===== src/rtl/delay_pkg.sv =====
// Shared helpers for the parametrised delay line: select-width derivation and
// clamping of the requested delay into the legal 1..max_depth range.
package delay_pkg;

  function automatic int depth_w(input int max_depth);
    return $clog2(max_depth + 1);
  endfunction

  function automatic int clamp_delay(input int sel, input int max_depth);
    if (sel < 1) begin
      return 1;
    end
    if (sel > max_depth) begin
      return max_depth;
    end
    return sel;
  endfunction

endpackage


===== src/rtl/delay_stage.sv =====
// One storage stage of the delay line: a data field plus a valid bit.
// clr_valid clears the valid bit whether or not the stage advances.
module delay_stage #(
  parameter int WIDTH = 8
) (
  input  logic             clk,
  input  logic             rst,
  input  logic             en,
  input  logic             clr_valid,
  input  logic             d_valid,
  input  logic [WIDTH-1:0] d,
  output logic             q_valid,
  output logic [WIDTH-1:0] q
);

  always_ff @(posedge clk or posedge rst) begin
    if (rst) begin
      q       <= '0;
      q_valid <= 1'b0;
    end else begin
      if (en) begin
        q       <= d;
        q_valid <= d_valid & ~clr_valid;
      end else begin
        q_valid <= q_valid & ~clr_valid;
      end
    end
  end

endmodule


===== src/rtl/param_delay_line.sv =====
// Runtime-programmable delay line: q is the sample accepted delay_active
// enabled edges earlier, tapped combinationally from the stage registers.
module param_delay_line
  import delay_pkg::*;
#(
  parameter int WIDTH         = 8,
  parameter int MAX_DEPTH     = 8,
  parameter int DEFAULT_DELAY = 2,
  localparam int DEPTH_W      = depth_w(MAX_DEPTH)
) (
  input  logic               clk,
  input  logic               rst,
  input  logic               en,
  input  logic               flush,
  input  logic [DEPTH_W-1:0] delay_sel,
  input  logic               d_valid,
  input  logic [WIDTH-1:0]   d,
  output logic               q_valid,
  output logic [WIDTH-1:0]   q,
  output logic [DEPTH_W-1:0] delay_active
);

  // Valid semantics: d_valid qualifies d only on edges with en=1; q_valid
  // qualifies q in the same cycle. There is no backpressure in either direction.

  logic [DEPTH_W-1:0]   sel_clamped;
  logic                 change;
  logic                 clr_valid;
  logic [WIDTH-1:0]     stage_data [MAX_DEPTH];
  logic [MAX_DEPTH-1:0] stage_valid;

  assign sel_clamped = DEPTH_W'(clamp_delay(int'(delay_sel), MAX_DEPTH));
  assign change      = (sel_clamped != delay_active);
  // A new delay would misalign in-flight samples, so it drops them like a flush.
  assign clr_valid   = flush | change;

  always_ff @(posedge clk or posedge rst) begin
    if (rst) begin
      delay_active <= DEPTH_W'(DEFAULT_DELAY);
    end else if (change) begin
      delay_active <= sel_clamped;
    end
  end

  for (genvar i = 0; i < MAX_DEPTH; i++) begin : g_stage
    logic [WIDTH-1:0] in_data;
    logic             in_valid;

    if (i == 0) begin : g_head
      assign in_data  = d;
      assign in_valid = d_valid;
    end else begin : g_body
      assign in_data  = stage_data[i-1];
      assign in_valid = stage_valid[i-1];
    end

    delay_stage #(
      .WIDTH(WIDTH)
    ) u_stage (
      .clk      (clk),
      .rst      (rst),
      .en       (en),
      .clr_valid(clr_valid),
      .d_valid  (in_valid),
      .d        (in_data),
      .q_valid  (stage_valid[i]),
      .q        (stage_data[i])
    );
  end

  always_comb begin
    q       = '0;
    q_valid = 1'b0;
    for (int i = 0; i < MAX_DEPTH; i++) begin
      if (delay_active == DEPTH_W'(i + 1)) begin
        q       = stage_data[i];
        q_valid = stage_valid[i];
      end
    end
  end

endmodule

===== config.mk =====
export PLATFORM = sky130hd
export DESIGN_NAME = param_delay_line
export DESIGN_NICKNAME = d
export VERILOG_FILES = /design/src/rtl/delay_pkg.sv /design/src/rtl/delay_stage.sv /design/src/rtl/param_delay_line.sv
export SDC_FILE = /design/constraint.sdc
export NUM_CORES = 1
export LEC_CHECK = 0
export ABC_AREA = 1
export CORE_MARGIN = 4
export CORE_UTILIZATION = 57
export CTS_CLUSTER_SIZE = 24
export DETAILED_ROUTE_END_ITERATION = 16
export GPL_TIMING_DRIVEN = 0
export PLACE_DENSITY = 0.79
export RECOVER_POWER = 25
export SYNTH_ARGS = -nofsm -noshare
export SYNTH_HDL_FRONTEND = slang
export SYNTH_SLANG_ARGS = --single-unit

===== constraint.sdc =====
create_clock -name clk -period 2.83 [get_ports clk]
set_input_delay 0.566 -clock clk [delete_from_list [all_inputs] [get_ports clk]]
set_output_delay 0.566 -clock clk [all_outputs]
set_load 0.005 [all_outputs]

==> results of run 1 <==
-- logic make-up (layout without fill, tap and decap cells) --
kind of cell / count (synthesis) / count (layout) / share of synthesized area
flip-flops: 76 / 76 / 0.5341
multiplexers: 6 / 6 / 0.01685
XOR/XNOR: 2 / 2 / 0.004917
AO/OA/AOI/OAI: 54 / 54 / 0.07690
AND/OR/NAND/NOR: 226 / 226 / 0.2823
buffers and inverters: 70 / 127 / 0.08497
-- per-stage QoR --
step	util	instances
after floorplan	-	434
final	0.7206	566
after global routing	0.7206	566
after detailed placement	0.6623	538
after CTS	0.7101	561
after global placement	0.6573	537
-- repair_timing --
action	4_1_cts	5_1_grt
gates resized for setup	1	11
setup buffers	9	5
setup endpoints to repair	9	9
pin swaps	3	3
-- flip-flops by register name, summed over array words and instances, names as in the netlist --
name	flops
g_stage.u_stage.q	64
g_stage.u_stage.q_valid	8
delay_active	4
-- routing by layer --
| metal | wire length, um | up-vias | track usage |
|---|---|---|---|
| li1 | - | 1477 | - |
| met1 | 3922 | 1455 | 0.3719 |
| met2 | 4348 | 134 | 0.4003 |
| met3 | 748 | 27 | 0.05771 |
| met4 | 268 | 0 | 0.1176 |
| met5 | 0 | - | 0 |
-- placed cells by master, fill, tap and decap left out --
master,n
clkinvlp_4,1
nor3_2,1
bufinv_16,2
buf_2,3
clkinvlp_2,1
nor2_2,1
inv_1,41
nor2_8,1
dfstp_2,1
buf_4,12
clkinv_2,1
clkbuf_1,13
nand2_1,128
clkinv_1,1
nor4_4,1
o21ai_0,51
nand4_1,8
nand2_2,3
nor3_4,1
a21oi_1,2
a21oi_2,1
inv_4,1
buf_6,6
clkbuf_8,11
inv_2,3
xor2_1,2
nand2_4,1
nand4_2,1
dfrtp_1,75
dlymetal6s2s_1,3
nand3_1,38
clkdlybuf4s50_1,23
nor2_1,33
inv_6,1
mux2i_1,6
nor2_4,2
dlygate4sd3_1,2
buf_12,1
clkbuf_4,1
nor3_1,7
-- worst min-delay path by stage --
| stage | from | to | slack, ns |
|---|---|---|---|
| finish | g_stage[7].u_stage.q[2] | g_stage[7].u_stage.q[2] | 0.48 |
| global route | g_stage[7].u_stage.q[0] | g_stage[7].u_stage.q[0] | 0.50 |
| CTS | g_stage[7].u_stage.q[2] | g_stage[7].u_stage.q[2] | 0.48 |
| detailed placement | g_stage[7].u_stage.q[2] | g_stage[7].u_stage.q[2] | 0.46 |
| global placement | g_stage[7].u_stage.q[3] | g_stage[7].u_stage.q[3] | 0.46 |
| floorplan | g_stage[7].u_stage.q[0] | g_stage[7].u_stage.q[0] | 0.44 |
-- area by class of cell --
type	instances	area share
Buffer	21	0.02609
Clock buffer	11	0.03507
Clock inverter	4	0.01681
Inverter	48	0.04377
Multi-Input combinational cell	288	0.3174
Sequential cell	76	0.4409
Tap cell	75	0.02174
Timing Repair Buffer	43	0.09826
-- report_power, final --
| part | internal (mW) | total [mW] | switching [mW] |
|---|---|---|---|
| logic | 0.143 | 0.356 | 0.213 |
| clock network | 0.538 | 0.938 | 0.400 |
| registers | 1.21 | 1.30 | 0.0843 |
-- worst reg2reg max path, stage by stage (launching register included) --
cell and delay (ns):
dfrtp_1 0.48, inv_2 0.18, nand2_1 0.09, a21oi_2 0.15, nand4_2 0.23, nor2_1 0.18
==> key figures, run 1 <==
Timing
  – Clock skew: 0.008082 ns
  – Slew HR: 0.4561
  – Endpoints failing hold: 0
  – Max-slew violations: 0
  – Final setup vio count: 0
  – Maximum clock frequency: 360.2 MHz
  – Fin worst setup slack: 0.05355 ns
  – Min Hold Slack: ~0.48 ns
  – Period utilisation layout: 0.9811
  – Setup_tns: 0 ns
  – Measured slew at the worst slew-check pin: about 0.8 ns
  – Final min period: approximately 2.8 ns

Final layout
  – Reg area: 1903 um2
  – Filler cells: between 400 and 500
  – Layout cells sized above 1: 0.1181
  – # diodes: 0
  – Footprint of the multi-input gates: roughly 1400 um2
  – Syn-to-layout area delta: 21.14%
  – Final instance area: between 4000 and 5000 um2
  – Final #Nets: just over 500

GRT
  – GR Util All Layers: 0.2662
  – Total gr overflow: 0
  – Global-route wire length before repair: around 15000 um
  – Pin count of the biggest net entering global routing: 60
  – Vias in the first global route: 2977
  – Initial antenna violation count: 0

Setup path
  – Slowest stage delay, CP: 0.60 ns
  – Reg2reg end: g_stage[3].u_stage.q_valid
  – Kind of cell adding the most delay to the critical path: buffers and inverters
  – Crit end category: output port
  – Cell-by-cell trace of the critical path: inv_1, nor2_4, buf_12, buf_6, nand3_1, nand3_1, nor3_1, nand4_1, clkdlybuf4s50_1
  – Crit path max fanout: 8
  – Highest-delay cell along the critical path: dfstp_2
  – Reg2reg path depth: 5
  – Worst R2R Setup Slack: roughly 1.4 ns
  – Worst setup path startpoint: delay_active[1]
  – Worst Setup EP: q[6]
  – CP bufs+invs: 4
  – Cell mode on critical path: nand3_1
  – Critical path launch point type: flop
  – Reg2reg start: delay_active[2]
  – Crit path kind: reg -> out
  – Worst Path Required: between 2 and 2.5 ns
  – Worst EP arrival: around 2.2 ns
  – Cell depth of the worst setup path: 9

Die
  – Starting density of the core: 0.5948
  – Die area: between 7000 and 8000 um2
  – Core Area: ~6000 um2
  – Die Width: between 80 and 90 um
  – Rows: 28
  – Total I/O pin count: 30
  – Die Y: approximately 87 um

Yosys
  – Dominant synthesized flop cell: dfrtp_1
  – Area leader, netlist: dfrtp_1
  – Mapped Cells: around 430
  – YS warnings: 0
  – Register area share after synthesis: 0.5341
  – Post-synthesis register bit count: 76
  – Cell with the most instances after synthesis: nand2_1
  – Post-synthesis cell area: approximately 3600 um2
  – Post-Syn Nets: ~450
  – Synth unique cells: 26
  – Mean Syn Cell Area: just over 8 um2
  – Area contributors post-synth: dfrtp_1 (53%), nand2_1 (14%), o21ai_0 (7.2%), nand3_1 (5.3%), inv_1 (4.4%)
  – Number of synthesized flops with an enable pin: 0
  – Async SR Flop Fraction: 1.000
  – Synth top cells by count: nand2_1 (129), dfrtp_1 (75), o21ai_0 (51), inv_1 (42), nand3_1 (38)
  – Yosys top cell area share: 0.5267

Clock tree
  – Num CTS Buffers: 9
  – Latest clock arrival within the worst-skew pair: 0.36 ns
  – CTS tree: yes
  – CTS clk-pin slew, worst paths: around 0.08 ns
  – Clock root buffer: clkbuf_8
  – Hold Buf Count CTS: 0
  – H-tree depth: 3
  – Clk buf depth: 2
  – TritonCTS Sinks: 76

Hold path
  – Hold depth: 2
  – Min-delay worst type: reg -> reg

Detailed routing
  – WL/cell: 16.41 um
  – Residual DRC: 0
  – Via/cell ratio: 5.465
  – Detailed Route Iter0 Violations: roughly 280
  – Antenna Nets Post-Route: 0
  – WL final: just over 9000 um
  – Drt pass-1 iters: 5
  – Via count: roughly 3100

Power and ir drop
  – Maximum VDD drop: 0.3878 mV
  – Final Power: 2.591 mW
  – LEAKAGE: roughly 2.1 nW
  – PD cells: about 600 nW/um2

Placed design
  – Pre-CTS WS: roughly 0.27 ns
  – Port Buf Inserts: 28
  – Cell Area, Placed: 3968 um2
  – Post-DP HPWL: ~5800 um
  – RePlAce Congestion: about 0.86

Flow run
  – Max-cap violations: 0

Run status
  – Outcome: finished, final reports clean
(Power assumes the default switching activity.)
==> run 2: changes to the inputs <==
- ABC_CLOCK_PERIOD_IN_PS: not set -> 3000
- CORE_MARGIN: 4 -> 3
- clock period: 2.83 -> 3 ns (I/O delays scaled with it)
==> key figures, run 2 (synthesis results as in run 1) <==
Hold path
  – Hold Path Sink: g_stage[7].u_stage.q[3] (was g_stage[7].u_stage.q[2])
  – Hold depth: 2 (unchanged)
  – Min-delay worst type: reg -> reg (unchanged)
  – Hold path start: g_stage[7].u_stage.q[3] (was g_stage[7].u_stage.q[2])

Power and ir drop
  – Combinational Power Share: 0.136 (was 0.138)
  – Sw Ratio: 0.2651 (was 0.2691)
  – Maximum VDD drop: 0.4394 mV (was 0.3878 mV)
  – Final Power: 2.401 mW (was 2.591 mW)
  – LEAKAGE: 1.998 nW (was 2.105 nW)
  – Power share of the clock group: 0.356 (was 0.362)
  – Seq pwr share: 0.508 (was 0.500)
  – Psw: 0.6363 mW (was 0.6971 mW)
  – Cell internal pwr: 1.764 mW (was 1.893 mW)
  – PD cells: 567.5 nW/um2 (was 600.1 nW/um2)

Timing
  – Max-slew violations: 0 (unchanged)
  – Slew HR: 0.01538 (was 0.4561)
  – Final min period: 2.869 ns
  – Maximum clock frequency: 348.6 MHz
  – Min Hold Slack: 0.4790 ns (was 0.4777 ns)
  – Endpoints failing hold: 0 (unchanged)
  – Final setup vio count: 0 (unchanged)
  – Measured slew at the worst slew-check pin: 1.477 ns (was 0.8158 ns)
  – Period utilisation layout: 0.9563
  – Clock skew: 0.006432 ns (was 0.008082 ns)
  – RSZ-0062 raised after global routing: false

Setup path
  – Kind of cell adding the most delay to the critical path: buffers and inverters (unchanged)
  – Worst R2R Setup Slack: 1.65 ns (was 1.44 ns)
  – Reg2reg end: g_stage[4].u_stage.q_valid (was g_stage[3].u_stage.q_valid)
  – Highest-delay cell along the critical path: dfstp_2 (unchanged)
  – Slowest stage delay, CP: 0.53 ns (was 0.60 ns)
  – Worst EP arrival: 2.27 ns (was 2.21 ns)
  – Crit path max fanout: 6 (was 8)
  – Crit end category: output port (unchanged)
  – Critical path launch point type: flop (unchanged)
  – Cell mode on critical path: nand3_1 (unchanged)
  – Crit path kind: reg -> out (unchanged)
  – Cell-by-cell trace of the critical path: buf_4, inv_1, nor2_4, buf_12, nand3_1, nand3_1, nor3_1, nand4_1, clkdlybuf4s50_1 (was inv_1, nor2_4, buf_12, buf_6, nand3_1, nand3_1, nor3_1, nand4_1, clkdlybuf4s50_1)
  – CP bufs+invs: 4 (unchanged)
  – Worst Path Required: 2.40 ns (was 2.26 ns)
  – Reg2reg start: delay_active[2] (unchanged)
  – Reg2reg path depth: 5 (unchanged)

Detailed routing
  – Via count: 3007 (was 3093)
  – Antenna Nets Post-Route: 0 (unchanged)
  – Detailed Route Iter0 Violations: 345 (was 278)
  – WL final: 8687 um (was 9287 um)
  – Residual DRC: 0 (unchanged)
  – WL/cell: 15.57 um (was 16.41 um)
  – Drt pass-1 iters: 5 (unchanged)
  – Via/cell ratio: 5.389 (was 5.465)

GRT
  – Vias in the first global route: 2802 (was 2977)
  – Pin count of the biggest net entering global routing: 62 (was 60)
  – Global-route wire length before repair: 14410 um (was 15210 um)
  – Total gr overflow: 0 (unchanged)
  – Initial antenna violation count: 0 (unchanged)
  – GR Util All Layers: 0.2596 (was 0.2662)

Clock tree
  – CTS clk-pin slew, worst paths: 0.08 ns (about the same)
  – Clk buf depth: 2 (unchanged)
  – Latest clock arrival within the worst-skew pair: 0.34 ns (was 0.36 ns)
  – CTS tree: yes (unchanged)
  – Clock root buffer: clkbuf_8 (unchanged)
  – H-tree depth: 3 (unchanged)
  – TritonCTS Sinks: 76 (unchanged)
  – Num CTS Buffers: 9 (unchanged)
  – Hold Buf Count CTS: 0 (unchanged)

Final layout
  – Number of flip-flops in the largest register: 64 (unchanged)
  – Final #Nets: 495 (was 504)
  – Biggest regs: g_stage.u_stage.q (64), g_stage.u_stage.q_valid (8), delay_active (4) (unchanged)
  – # diodes: 0 (unchanged)
  – Filler cells: 464 (was 449)
  – Syn-to-layout area delta: 18.71% (was 21.14%)
  – Commonest cells after routing, fill and taps aside: nand2_1 (129), dfrtp_1 (75), o21ai_0 (51) (was nand2_1 (128), dfrtp_1 (75), o21ai_0 (51))
  – Footprint of the multi-input gates: 1358 um2 (was 1370 um2)
  – Layout cells sized above 1: 0.09731 (was 0.1181)
  – Largest Register: g_stage.u_stage.q (unchanged)
  – Reg area: 1903 um2 (unchanged)
  – Most common cell after layout, fill and taps aside: nand2_1 (unchanged)

Placed design
  – Port Buf Inserts: 28 (unchanged)
  – Post-DP HPWL: 5631 um (was 5767 um)
  – RePlAce Congestion: 0.8505 (was 0.8640)

Run status
  – Outcome: finished, final reports clean (unchanged)

Die
  – Die area: 7236 um2 (was 7580 um2)
  – Die Y: 85.07 um (was 87.07 um)
  – Starting density of the core: 0.5948 (unchanged)
  – Total I/O pin count: 30 (unchanged)
  – Core Area: 5991 um2 (unchanged)
  – Die Width: 85.07 um (was 87.07 um)
  – Rows: 28 (unchanged)

Flow run
  – Max-cap violations: 0 (unchanged)
## run 2: changes by cell type in the layout (fill, tap and decap cells not counted), sizes merged
cell           previous run  this run
dlymetal6s2s              3         0
buf                      22        13
clkdlybuf4s50            23        26
clkbuf                   25        26
## run 2: worst max path at each step
stage          slack [ns]  depth (start not counted)            start                         end
2_1_floorplan        0.46                          1              rst             delay_active[0]
3_3_place_gp        -0.80                          2              rst     g_stage[6].u_stage.q[2]
3_5_place_dp         0.45                         10  delay_active[1]                        q[1]
4_1_cts              0.08                         10  delay_active[1]                        q[1]
5_1_grt             0.007                          3              rst  g_stage[1].u_stage.q_valid
6_report             0.13                          9  delay_active[1]                        q[3]
## run 2: metal layers
layer,wire length [um],share of wire,track usage,vias up
li1,-,-,-,1462
met1,3985,0.46,0.3968,1420
met2,3911,0.45,0.3750,113
met3,666,0.077,0.04563,12
met4,124,0.014,0.08777,0
met5,0,0,0,-
## run 2: layout make-up
| cell class | count | area share |
|---|---|---|
| plain buffers | 22 | 0.02839 |
| clock buffers | 12 | 0.03431 |
| clock inverters | 4 | 0.01715 |
| inverters | 48 | 0.04377 |
| multi-input cells | 288 | 0.3209 |
| flip-flops and latches | 76 | 0.4499 |
| well taps | 75 | 0.02218 |
| repair buffers | 33 | 0.08341 |
## run 2: power groups by stage
stage	Combinational (mW)	Sequential, mW	Clock [mW]
6_report	0.326	1.22	0.855
5_1_grt	0.371	1.23	0.923
4_1_cts	0.323	1.22	0.866
3_5_place_dp	0.320	1.24	0
3_3_place_gp	0.306	1.23	0
2_1_floorplan	0.205	1.22	0
## run 2: repair_timing
item | CTS | global route
endpoints found under the setup margin | 0 | 9
endpoints found under the hold margin | 0 | 0
resized for setup | 0 | 1
setup buffers | 0 | 4
## run 2: tightest hold or removal path, cell delays in order (launching register included)
cell and delay (ns):
dfrtp_1 0.35, nand2_1 0.05, nand2_1 0.05
## run 2: metrics by stage
stage / cells / setup slack, ns / util / setup TNS (ns) / cell area (um2)
4_1_cts: 554 / 0.08478 / 0.6986 / 0 / 4185
3_3_place_gp: 537 / -0.7995 / 0.6573 / -59.71 / 3938
3_5_place_dp: 538 / 0.4518 / 0.6623 / 0 / 3968
5_1_grt: 558 / 0.006890 / 0.7061 / 0 / 4230
6_report: 558 / 0.1310 / 0.7061 / 0 / 4230
2_1_floorplan: 434 / 0.4633 / - / 0 / 3563
